<file path="config.mk">
export PLATFORM = sky130hd
export DESIGN_NAME = asrm_mem_bridge
export DESIGN_NICKNAME = d
export VERILOG_FILES = /design/src/rtl/asrm_mem_bridge_pkg.sv /design/src/rtl/asrm_bridge_timer.sv /design/src/rtl/asrm_mem_bridge.sv
export SDC_FILE = /design/constraint.sdc
export NUM_CORES = 1
export LEC_CHECK = 0
export BUFFER_PORTS_ARGS = -buffer_cell sky130_fd_sc_hd__buf_2
export CAP_MARGIN = 30
export CORE_MARGIN = 4
export CORE_UTILIZATION = 57
export DETAILED_ROUTE_END_ITERATION = 8
export PLACE_DENSITY = 0.91
export SLEW_MARGIN = 30
export SYNTH_ARGS = -nofsm -noshare
export SYNTH_HDL_FRONTEND = slang
export SYNTH_SLANG_ARGS = --single-unit
</file>
<file path="constraint.sdc">
create_clock -name clk -period 5.7 [get_ports clk]
set_input_delay 0.57 -clock clk [delete_from_list [all_inputs] [get_ports clk]]
set_output_delay 0.57 -clock clk [all_outputs]
set_load 0.05 [all_outputs]
</file>
<file path="src/rtl/asrm_mem_bridge_pkg.sv">
// asrm_mem_bridge_pkg
//  Shared definitions for the asrm memory bridge: FSM state encodings and
//  default parameter values.
package asrm_mem_bridge_pkg;

    // Bridge FSM states (2-bit encoding).
    typedef enum logic [1:0] {
        ASRM_BR_IDLE = 2'd0,
        ASRM_BR_REQ  = 2'd1,
        ASRM_BR_DONE = 2'd2
    } asrm_br_state_t;

    localparam int ASRM_BR_WORDSIZE = 16;
    localparam int ASRM_BR_TIMEOUT  = 15;

endpackage

</file>
<file path="src/rtl/asrm_bridge_timer.sv">
// asrm_bridge_timer
//  Counts cycles spent waiting for a bus acknowledge.
//  Ports:
//   clk      in   system clock
//   reset    in   asynchronous active-low reset
//   clear    in   forces the count back to zero (wins over enable)
//   enable   in   increments the count by one this cycle
//   expired  out  high while the count equals timeout-1, i.e. during the
//                 last permitted wait cycle
module asrm_bridge_timer #(
    parameter int timeout = 15
) (
    input  logic clk,
    input  logic reset,
    input  logic clear,
    input  logic enable,
    output logic expired
);

    // One extra count of headroom: the counter steps once more on the
    // abort edge before the following cycle clears it.
    localparam int CW = $clog2(timeout + 1);

    logic [CW-1:0] tcnt_reg;

    always_ff @(posedge clk or negedge reset) begin
        if (!reset) begin
            tcnt_reg <= '0;
        end else if (clear) begin
            tcnt_reg <= '0;
        end else if (enable) begin
            tcnt_reg <= tcnt_reg + 1'b1;
        end
    end

    assign expired = (tcnt_reg == CW'(timeout - 1));

endmodule

</file>
<file path="src/rtl/asrm_mem_bridge.sv">
// asrm_mem_bridge
//  Bridges asrm_addr's level-style RAM port onto a req/ack memory bus.
//  Each CPU write becomes exactly one bus write; reads go through a
//  single-entry line so repeated reads of one address cost no bus cycle.
//  Ports:
//   clk           in   system clock
//   reset         in   asynchronous active-low reset
//   cpu_addr      in   address from asrm_addr
//   cpu_data_out  in   write data from asrm_addr
//   cpu_write_en  in   write request (level)
//   cpu_data_in   out  read data to asrm_addr (registered)
//   stall         out  CPU must hold all state while high
//   bus_err       out  sticky timeout flag
//   mem_addr      out  bus address (registered)
//   mem_wdata     out  bus write data (registered)
//   mem_we        out  bus write strobe, meaningful while mem_req=1
//   mem_req       out  bus request, held until ack or abort
//   mem_rdata     in   bus read data, sampled on mem_ack
//   mem_ack       in   one-cycle acknowledge
module asrm_mem_bridge
    import asrm_mem_bridge_pkg::*;
#(
    parameter int wordsize = ASRM_BR_WORDSIZE,
    parameter int timeout  = ASRM_BR_TIMEOUT
) (
    input  logic                clk,
    input  logic                reset,
    input  logic [wordsize-1:0] cpu_addr,
    input  logic [wordsize-1:0] cpu_data_out,
    input  logic                cpu_write_en,
    output logic [wordsize-1:0] cpu_data_in,
    output logic                stall,
    output logic                bus_err,
    output logic [wordsize-1:0] mem_addr,
    output logic [wordsize-1:0] mem_wdata,
    output logic                mem_we,
    output logic                mem_req,
    input  logic [wordsize-1:0] mem_rdata,
    input  logic                mem_ack
);

    asrm_br_state_t state_reg, state_next;

    logic [wordsize-1:0] mem_addr_reg;
    logic [wordsize-1:0] mem_wdata_reg;
    logic                mem_we_reg;
    logic [wordsize-1:0] line_addr_reg;
    logic                line_valid_reg;
    logic [wordsize-1:0] rdata_q_reg;
    logic                wr_done_reg;
    logic                bus_err_reg;

    logic stall_next;
    logic start_write;
    logic start_read;
    logic ack_fire;
    logic abort_fire;
    logic timer_expired;
    logic in_req;

    // Per-bit equality of the CPU port against the line tag and against the
    // last latched bus write, reduced below to full-width matches.
    logic [wordsize-1:0] line_eq_bits;
    logic [wordsize-1:0] waddr_eq_bits;
    logic [wordsize-1:0] wdata_eq_bits;
    logic                line_hit;
    logic                same_write;

    for (genvar gi = 0; gi < wordsize; gi++) begin : g_cmp
        assign line_eq_bits[gi]  = cpu_addr[gi]     ~^ line_addr_reg[gi];
        assign waddr_eq_bits[gi] = cpu_addr[gi]     ~^ mem_addr_reg[gi];
        assign wdata_eq_bits[gi] = cpu_data_out[gi] ~^ mem_wdata_reg[gi];
    end

    assign line_hit   = line_valid_reg & (&line_eq_bits);
    assign same_write = (&waddr_eq_bits) & (&wdata_eq_bits);

    assign in_req     = (state_reg == ASRM_BR_REQ);
    // Ack has priority over a simultaneous timeout.
    assign ack_fire   = in_req & mem_ack;
    assign abort_fire = in_req & ~mem_ack & timer_expired;

    asrm_bridge_timer #(
        .timeout (timeout)
    ) u_timer (
        .clk     (clk),
        .reset   (reset),
        .clear   (~in_req),
        .enable  (in_req),
        .expired (timer_expired)
    );

    always_ff @(posedge clk or negedge reset) begin
        if (!reset) begin
            state_reg <= ASRM_BR_IDLE;
        end else begin
            state_reg <= state_next;
        end
    end

    always_comb begin
        state_next  = state_reg;
        stall_next  = 1'b0;
        start_write = 1'b0;
        start_read  = 1'b0;
        case (state_reg)
            ASRM_BR_IDLE: begin
                if (cpu_write_en) begin
                    // A write already performed for these exact inputs is
                    // not repeated while write_en stays high.
                    if (!wr_done_reg) begin
                        start_write = 1'b1;
                        stall_next  = 1'b1;
                        state_next  = ASRM_BR_REQ;
                    end
                end else if (!line_hit) begin
                    start_read = 1'b1;
                    stall_next = 1'b1;
                    state_next = ASRM_BR_REQ;
                end
            end
            ASRM_BR_REQ: begin
                stall_next = 1'b1;
                if (ack_fire || abort_fire) begin
                    state_next = ASRM_BR_DONE;
                end
            end
            ASRM_BR_DONE: begin
                state_next = ASRM_BR_IDLE;
            end
            default: begin
                state_next = ASRM_BR_IDLE;
            end
        endcase
    end

    always_ff @(posedge clk or negedge reset) begin
        if (!reset) begin
            mem_addr_reg   <= '0;
            mem_wdata_reg  <= '0;
            mem_we_reg     <= 1'b0;
            line_addr_reg  <= '0;
            line_valid_reg <= 1'b0;
            rdata_q_reg    <= '0;
            wr_done_reg    <= 1'b0;
            bus_err_reg    <= 1'b0;
        end else begin
            if (start_write) begin
                mem_addr_reg  <= cpu_addr;
                mem_wdata_reg <= cpu_data_out;
                mem_we_reg    <= 1'b1;
            end else if (start_read) begin
                mem_addr_reg <= cpu_addr;
                mem_we_reg   <= 1'b0;
            end

            if (ack_fire) begin
                if (!mem_we_reg) begin
                    rdata_q_reg    <= mem_rdata;
                    line_addr_reg  <= mem_addr_reg;
                    line_valid_reg <= 1'b1;
                end else if (mem_addr_reg == line_addr_reg) begin
                    // Keep the line coherent with what was just written.
                    rdata_q_reg <= mem_wdata_reg;
                end
            end else if (abort_fire) begin
                bus_err_reg    <= 1'b1;
                line_valid_reg <= 1'b0;
                rdata_q_reg    <= '0;
            end

            // An aborted write still counts as done so a held write_en does
            // not retry forever against a dead bus.
            if ((ack_fire || abort_fire) && mem_we_reg) begin
                wr_done_reg <= 1'b1;
            end else if (!cpu_write_en || !same_write) begin
                wr_done_reg <= 1'b0;
            end
        end
    end

    // stall is combinational in IDLE; gate it so reset silences it at once.
    assign stall       = stall_next & reset;
    assign mem_req     = in_req;
    assign mem_addr    = mem_addr_reg;
    assign mem_wdata   = mem_wdata_reg;
    assign mem_we      = mem_we_reg;
    assign cpu_data_in = rdata_q_reg;
    assign bus_err     = bus_err_reg;

endmodule

</file>
==> results.json, run 1 <==
{
  "status": "finished clean",
  "netlist_area_um2": 3830,
  "slowest_stage": "dfrtp_1",
  "final_util": 0.710,
  "finalWorstPathRequiredPeriod_ps": 2580,
  "worst_pin_slew_ps": 752,
  "yosys.area_share.simple": 0.0683,
  "synthTopCellsByArea": "dfrtp_1 48%, mux2_2 13%, xor2_1 8.0%, mux2_4 7.5%, xnor2_1 7.1%",
  "drtAntennaViolNets": 0,
  "die_y_um": 90.0,
  "cts-hold-fix-buffers": 0,
  "r2r_cells": 5,
  "crit_end": "stall",
  "num_rows": 29,
  "clock_path_buffers": 2,
  "relSlewSlack": 0.499,
  "synthMuxAreaShare": 0.207,
  "crit_buf_inv": 1,
  "clkTransAtPathRegs_ps": 80,
  "fin_tns_setup_ps": 0,
  "setup_violations": 0,
  "cts_root_buffer": "clkbuf_8",
  "vias": 2647,
  "drc": 0,
  "leakage_nw": 2.14,
  "synth-main-ff-cell": "dfrtp_1",
  "first_iter_violations": 123,
  "fmax_ghz": 0.388,
  "htree_levels": 3,
  "yosys.area_share.xor_xnor": 0.151,
  "initial_utilization": 0.596,
  "yosysTopAreaCell": "dfrtp_1",
  "netlist_top_cells_count": "74 x dfrtp_1, 45 x mux2_2, 35 x xor2_1",
  "first_pass_iters": 4,
  "syn_to_final_growth_pct": 19.1,
  "finClkSkew_ps": 10.0,
  "hold_viol_final": 0,
  "synth_compound_area_frac": 0.0578,
  "cp_cell_sequence": "xnor2_1 > nand4_1 > nor4b_2 > nand2_1 > a32o_1 > buf_2",
  "num_antenna_cells": 0,
  "final_area_um2": 4560,
  "dpl_cell_area_um2": 4370,
  "netlist_instances": 288,
  "synth_edf_count": 0,
  "peakVddDrop_uv": 376,
  "coreArea_um2": 6420,
  "p_per_area_nw_per_um2": 709,
  "cp-startpoint": "line_addr_reg[7]",
  "worstPathMaxFanout": 3,
  "overflow": 0,
  "fin_crit_sh": 0.452,
  "cp.arrival_ps": 2010,
  "numCtsBuffers": 9,
  "yosysMostFrequentCell": "dfrtp_1",
  "cp_num_cells": 6,
  "synth-adder-area-share": 0.00654,
  "yosysSeqAreaShare": 0.484,
  "layout.nets": 447,
  "track_usage": 0.220,
  "place.gp.congestion": 0.815,
  "rsz0062_at_grt": "no",
  "syn_avg_cell_area_um2": 13.3,
  "io_pins": 104,
  "crit_type": "flop to output port",
  "die_width_um": 90.0,
  "place_hpwl_um": 6380,
  "startpoint_type": "flop",
  "endpoint_kind": "output port",
  "r2r_start": "state_reg[1]",
  "grt_max_degree": 49,
  "drt-total-wl_um": 8590,
  "hold_path.class": "primary input to async pin",
  "portBuffers": 103,
  "cts_tree": "yes",
  "synth_top_family_by_area": "multiplexers",
  "grt_pass1_wl_um": 14200,
  "yosysUniqueCellTypes": 33,
  "ys_warn_count": 0,
  "slowest_delay_ps": 410,
  "ys_async_sr_fraction": 1.00,
  "ys_ff_latch": 74,
  "required_ps": 5130,
  "antenna_found_initial": 0,
  "worstSkewPairLatency_ps": 350,
  "rr_endpoint": "cpu_data_in[2]",
  "wl_per_cell_um": 18.1,
  "synth_top_area_share": 0.484,
  "clock_sinks": 74,
  "maxCapViolCount": 0,
  "cts_resized": 0,
  "grt_pass1_vias": 2840,
  "r2r_slack_ps": 3280,
  "path_delay_family": "simple AND/OR/NAND/NOR gates",
  "slew_viol_final": 0,
  "dieArea_um2": 8090,
  "syn_nets": 342,
  "drive_gt1_frac": 0.489,
  "vias_per_cell": 5.58,
  "cts_setup_buffers": 0
}
[where the power goes]
part           total (mW)  switching, mW  internal, mW
clock               0.402          0.192         0.210
sequential           1.06          0.280         0.780
combinational        1.77           1.12         0.649
total                3.23           1.59          1.64
[worst min path at each step]
stage,from,end,cells after the start
global route,reset,cpu_data_in[3],1
detailed placement,bus_err,bus_err,1
floorplan,reset,bus_err,0
finish,reset,cpu_data_in[3],1
CTS,reset,cpu_data_in[3],1
global placement,bus_err,bus_err,1
[cells by family (layout without fill, tap and decap cells)]
family / after synthesis / in the layout
adders and majority gates: 2 / 2
xor gates and xnor gates: 66 / 66
buffers and inverters: 13 / 122
muxes: 64 / 64
and+or+nand+nor: 43 / 43
DFF: 74 / 74
AOI/OAI and AO/OA: 26 / 26
[metrics by stage]
step                setup slack (ps)  cells  power, mW  hold slack (ps)
detailed placement              2980    459       2.84              467
global route                    2970    474       3.40              279
finish                          3120    474       3.23              246
global placement                3070    459       2.79              458
floorplan                       3550    288       2.45              274
CTS                             3110    474       3.25              245
[cells in the final DEF (no fill, tap or decap), types with 2 or more instances in the layout]
cell        instances
a21oi_1             2
a22o_1             17
buf_2             103
buf_4               2
clkbuf_8           10
clkinv_2            2
clkinvlp_4          2
dfrtp_1            74
ha_1                2
mux2_2             45
mux2_4             19
nand2_1             5
nand3_1             3
nand4_1             9
nor2_1              8
nor3_1              2
nor4_1              5
nor4_2              4
o21ai_0             2
xnor2_1            31
xor2_1             35
[area by class of cell]
cell class	count	area, um2
sequential	74	1850
fill	452	1860
multi-input combinational	201	1880
clock inverter	5	55.1
clock buffer	10	138
tap	77	96.3
timing repair buffer	105	531
inverter	2	7.51
[routing by layer]
layer | global-route usage | share of wire | wire (um)
met1 | 0.289 | 0.43 | 3700
met4 | 0.0740 | 0.017 | 148
met2 | 0.362 | 0.48 | 4130
met5 | 0 | 0 | 0
met3 | 0.0509 | 0.072 | 615
(Power assumes the default switching activity.)
==> run 2, diff against run 1 <==
Settings changed: ABC_AREA from default to 1, CORE_UTILIZATION 57 to 54, PLACE_DENSITY 0.91 to 0.86.
Clock period 5.7 ns to 2.4 ns, I/O delays scaled along.
==> results.json, run 2 <==
{
  "clkPwrFrac": 0.160,
  "setup_violations": 0,
  "vias": 4098,
  "place.gp.congestion": 0.890,
  "cts_tree": "yes",
  "cp.arrival_ps": 1960,
  "peakVddDrop_uv": 985,
  "clkTransAtPathRegs_ps": 80,
  "comb_power_share": 0.529,
  "finClkSkew_ps": 11.1,
  "overflow": 0,
  "syn_nets": 631,
  "p_switching_mw": 4.00,
  "vias_per_cell": 5.17,
  "status": "finished clean",
  "p_int_mw": 3.57,
  "wl_per_cell_um": 14.1,
  "dieArea_um2": 9150,
  "switching_share": 0.529,
  "grt_pass1_wl_um": 17600,
  "worstPathMaxFanout": 10,
  "fin_crit_sh": 0.915,
  "fmax_ghz": 0.455,
  "syn_to_final_growth_pct": 21.6,
  "slowest_stage": "dfrtp_1",
  "syn_avg_cell_area_um2": 7.19,
  "io_pins": 104,
  "drive_gt1_frac": 0.219,
  "rsz0062_at_grt": "no",
  "ys_ff_latch": 74,
  "maxCapViolCount": 0,
  "r2r_slack_ps": 650,
  "htree_levels": 3,
  "fin_tns_setup_ps": 0,
  "slew_viol_final": 0,
  "grt_max_degree": 75,
  "place_inst": 770,
  "yosysTopAreaCell": "dfrtp_1",
  "mostFrequentLayoutCell": "nand2_1",
  "yosysUniqueCellTypes": 28,
  "initial_utilization": 0.563,
  "worstSkewPairLatency_ps": 350,
  "place_hpwl_um": 8020,
  "num_rows": 31,
  "p_per_area_nw_per_um2": 1500,
  "synthTopCellsByArea": "dfrtp_1 45%, nand2_1 21%, inv_1 6.0%, nand3_1 5.4%, o21ai_0 4.0%",
  "synth_edf_count": 0,
  "mostFrequentLayoutCells": "233 x nand2_1, 103 x buf_2, 74 x dfrtp_1",
  "die_y_um": 95.7,
  "num_antenna_cells": 0,
  "ys_async_sr_fraction": 1.00,
  "yosysMostFrequentCell": "nand2_1",
  "endpoint_kind": "output port",
  "slowest_delay_ps": 390,
  "first_iter_violations": 343,
  "ys_warn_count": 0,
  "preCtsSetupSlack_ps": 488,
  "coreArea_um2": 7370,
  "crit_type": "flop to output port",
  "hold_viol_final": 0,
  "drtAntennaViolNets": 0,
  "numCtsBuffers": 9,
  "relSlewSlack": 0.558,
  "leakage_nw": 2.87,
  "track_usage": 0.248,
  "worst_pin_slew_ps": 663,
  "netlist_area_um2": 4150,
  "netlist_top_cells_count": "233 x nand2_1, 74 x dfrtp_1, 66 x inv_1",
  "synth_top_area_share": 0.446,
  "hold_path.class": "primary input to async pin",
  "required_ps": 2160,
  "clock_sinks": 74,
  "netlist_instances": 577,
  "drt-total-wl_um": 11200,
  "synth-main-ff-cell": "dfrtp_1",
  "critPathMostFrequentCell": "nand2_1",
  "cp_cell_sequence": "inv_1 > nand2_1 > nand2_1 > nor2_1 > nand2_1 > nor2_2 > nand3_4 > nand2_4 > a21oi_1 > buf_2",
  "layout.nets": 742,
  "cts-hold-fix-buffers": 0,
  "seqPwrFrac": 0.311,
  "cts_root_buffer": "clkbuf_8",
  "path_delay_family": "simple AND/OR/NAND/NOR gates",
  "instances_no_fill": 792,
  "yosysSeqAreaShare": 0.446,
  "die_width_um": 95.7,
  "startpoint_type": "flop",
  "portBuffers": 103,
  "first_pass_iters": 8,
  "crit_buf_inv": 2,
  "finalWorstPathRequiredPeriod_ps": 2200,
  "fin_ws_ps": 204,
  "grt_pass1_vias": 3766,
  "drc": 0,
  "antenna_found_initial": 0,
  "clock_path_buffers": 2
}
run 2: cell types whose count changed after synthesis, moves of 22 or more:
cell,before,now
inv_1,1,66
mux2_2,45,5
nor2_1,9,34
o21ai_0,2,33
nand3_1,3,45
xnor2_1,31,6
nand2_1,5,233
xor2_1,35,13
run 2: final cells by class:
| class | count | area, um2 |
|---|---|---|
| Fill cell | 602 | 2320 |
| Multi-Input combinational cell | 416 | 1940 |
| Inverter | 73 | 278 |
| Sequential cell | 74 | 1850 |
| Clock inverter | 5 | 100 |
| Clock buffer | 11 | 151 |
| Tap cell | 99 | 124 |
| Timing Repair Buffer | 114 | 602 |
run 2: kinds of logic after synthesis:
kind of cell	count (synthesis)	share of synthesized area
compound gates	54	0.0663
xor+xnor	19	0.0401
mux	5	0.0136
simple gates	336	0.341
buf+inv	87	0.0865
flops	74	0.446
fa+ha+maj	2	0.00603
run 2: final timing paths:
kind,to,from,cells past startpoint
setup / recovery,stall,line_addr_reg[14],10
hold / removal,line_addr_reg[1],reset,2
setup reg to reg,mem_addr[13],line_addr_reg[14],11
hold reg to reg,cpu_data_in[8],cpu_data_in[8],2
max in group asynchronous,mem_wdata[0],reset,2
min in group clk,mem_wdata[2],cpu_data_out[2],2
run 2: timing repair:
| item | in CTS | in global routing |
|---|---|---|
| buffers inserted | 0 | 6 |
| setup endpoints to repair | 0 | 1 |
| gates resized for setup | 0 | 1 |
run 2: metal layers:
| layer | part of all wire | vias to the layer above | track usage |
|---|---|---|---|
| li1 | - | 2009 | - |
| met1 | 0.44 | 1919 | 0.352 |
| met4 | 0.021 | 0 | 0.0900 |
| met3 | 0.059 | 20 | 0.0418 |
| met5 | 0 | - | 0 |
| met2 | 0.48 | 150 | 0.383 |
run 2: metrics by stage:
stage | utilization | power, mW | area (um2) | hold WS, ps
6_report | 0.685 | 7.57 | 5050 | 32.2
5_1_grt | 0.685 | 8.06 | 5050 | 83.4
4_1_cts | 0.678 | 7.55 | 4990 | 147
3_5_place_dp | 0.643 | 6.30 | 4740 | 453
3_3_place_gp | 0.643 | 6.18 | 4740 | 451
2_1_floorplan | - | 5.31 | 4150 | -55.6
run 2: power groups by stage:
stage / Clock [mW] / Combinational [mW] / Sequential (mW)
after detailed placement: 0 / 3.95 / 2.36
after CTS: 1.22 / 3.99 / 2.34
after floorplan: 0 / 1.74 / 3.57
final: 1.21 / 4.00 / 2.35
after global routing: 1.28 / 4.35 / 2.44
after global placement: 0 / 3.85 / 2.33
==> run 3, diff against run 2 <==
Settings changed: CELL_PAD_IN_SITES_DETAIL_PLACEMENT from default to 1, CELL_PAD_IN_SITES_GLOBAL_PLACEMENT from default to 1, CORE_UTILIZATION 54 to 38, PLACE_DENSITY 0.86 to 0.85.
==> results.json, run 3 (same netlist as run 2, synthesis figures left out) <==
{
  "leakage_nw": 2.83,
  "r2r_cells": 10,
  "first_pass_iters": 4,
  "final_area_um2": 5000,
  "mostFrequentLayoutCells": "233 x nand2_1, 102 x buf_2, 74 x dfrtp_1",
  "worstPathMaxFanout": 17,
  "first_iter_violations": 200,
  "clkPwrFrac": 0.134,
  "switching_share": 0.549,
  "r2r_start": "line_addr_reg[12]",
  "wl_per_cell_um": 15.5,
  "vias_per_cell": 4.96,
  "coreArea_um2": 10500,
  "worstSkewPairLatency_ps": 350,
  "total_power_mw": 7.42,
  "drive_gt1_frac": 0.209,
  "hold_end": "mem_wdata[8]",
  "die_y_um": 113,
  "track_usage": 0.208,
  "mostFrequentLayoutCell": "nand2_1",
  "instances_no_fill": 825,
  "grt_max_degree": 50,
  "p_switching_mw": 4.08,
  "fmax_ghz": 0.446,
  "whs_path_depth": 2,
  "status": "finished clean",
  "fin_crit_sh": 0.934,
  "place.gp.congestion": 0.852,
  "clock_path_buffers": 2,
  "p_int_mw": 3.34,
  "num_rows": 37,
  "syn_to_final_growth_pct": 20.6,
  "drtAntennaViolNets": 0,
  "antenna_found_initial": 0,
  "comb_power_share": 0.546,
  "worst_pin_slew_ps": 703,
  "slowest_delay_ps": 390,
  "clock_sinks": 74,
  "io_pins": 104,
  "hold_viol_final": 0,
  "num_antenna_cells": 0,
  "fin_tns_setup_ps": 0,
  "peakVddDrop_uv": 605,
  "clkTransAtPathRegs_ps": 80,
  "startpoint_type": "flop",
  "critPathMostFrequentCell": "nand2_1",
  "numCtsBuffers": 9,
  "fin_ws_ps": 158,
  "slowest_stage": "dfrtp_1",
  "layout.nets": 738,
  "finClkSkew_ps": 10.5,
  "hold_path.class": "primary input to flop",
  "die_width_um": 113,
  "slew_viol_final": 0,
  "cts_tree": "yes",
  "grt_pass1_wl_um": 21300,
  "cp_cell_sequence": "inv_1 > nand2_1 > nand2_1 > nor2_1 > nand2_1 > nor2_2 > nand3_4 > nand2_4 > a21oi_1 > buf_2",
  "drt-total-wl_um": 12800,
  "seqPwrFrac": 0.320,
  "dieArea_um2": 12700,
  "place_inst": 808,
  "rsz0062_at_grt": "no",
  "rr_endpoint": "state_reg[0]",
  "cts_resized": 0,
  "crit_type": "flop to output port",
  "overflow": 0,
  "maxCapViolCount": 0,
  "preCtsSetupSlack_ps": 548,
  "endpoint_kind": "output port",
  "required_ps": 2160,
  "r2r_slack_ps": 530,
  "finalWorstPathRequiredPeriod_ps": 2240,
  "initial_utilization": 0.397,
  "drc": 0,
  "dpl_cell_area_um2": 4800,
  "vias": 4096,
  "place_hpwl_um": 9910,
  "setup_violations": 0,
  "htree_levels": 3,
  "cts_root_buffer": "clkbuf_8",
  "min_from": "cpu_data_out[8]",
  "grt_pass1_vias": 4310,
  "p_per_area_nw_per_um2": 1480,
  "relSlewSlack": 0.530,
  "portBuffers": 103,
  "cp.arrival_ps": 2000
}
-- run 3: cell count changes in the layout (fill, tap and decap cells not counted), sizes merged --
cell	delta
bufinv	-2
buf	-5
dlygate4sd3	+1
clkinv	+1
clkbuf	+1
-- run 3: worst max path at each step --
| stage | startpoint | endpoint | slack [ps] | depth (start not counted) |
|---|---|---|---|---|
| after global placement | line_addr_reg[12] | stall | 590 | 10 |
| after global routing | line_addr_reg[12] | stall | 2 | 10 |
| after detailed placement | line_addr_reg[12] | stall | 550 | 10 |
| after floorplan | line_addr_reg[3] | stall | 390 | 10 |
| final | line_addr_reg[12] | stall | 160 | 10 |
| after CTS | line_addr_reg[12] | stall | 150 | 10 |
-- run 3: metal layers --
layer  vias up  part of all wire  GRT usage
met5         -                 0          0
met4         0             0.012     0.0617
met3        13             0.033     0.0302
met2        71              0.49      0.355
met1      2013              0.46      0.276
li1       1999                 -          -
-- run 3: metrics by stage --
stage | utilization | hold WS (ps)
2_1_floorplan | - | -55.6
3_3_place_gp | 0.459 | 176
3_5_place_dp | 0.459 | 181
4_1_cts | 0.478 | 132
5_1_grt | 0.478 | 140
6_report | 0.478 | 146
-- run 3: area by class of cell --
| cell class | instances | area (um2) |
|---|---|---|
| Sequential cell | 74 | 1850 |
| Timing Repair Buffer | 110 | 573 |
| Clock inverter | 4 | 51.3 |
| Multi-Input combinational cell | 416 | 1940 |
| Fill cell | 1397 | 5460 |
| Clock buffer | 12 | 145 |
| Tap cell | 136 | 170 |
| Inverter | 73 | 274 |
-- run 3: power groups by stage --
stage / clock [mW] / sequential [mW] / combinational (mW)
after global placement: 0 / 2.35 / 3.94
after CTS: 1.01 / 2.37 / 4.10
final: 0.993 / 2.38 / 4.05
after detailed placement: 0 / 2.40 / 4.06
after floorplan: 0 / 3.57 / 1.74
after global routing: 1.08 / 2.46 / 4.45
-- run 3: what timing repair did --
item	in CTS	in global routing
hold buffers	1	0
endpoints found under the hold margin	25	0
buffers inserted	0	0
-- run 3: worst max-delay path: cells and delay by family (launching register included) --
kind | cells | cell delay [ps]
buffers and inverters | 2 | 290
and+or+nand+nor | 7 | 890
AOI/OAI and AO/OA | 1 | 70
DFF | 1 | 390
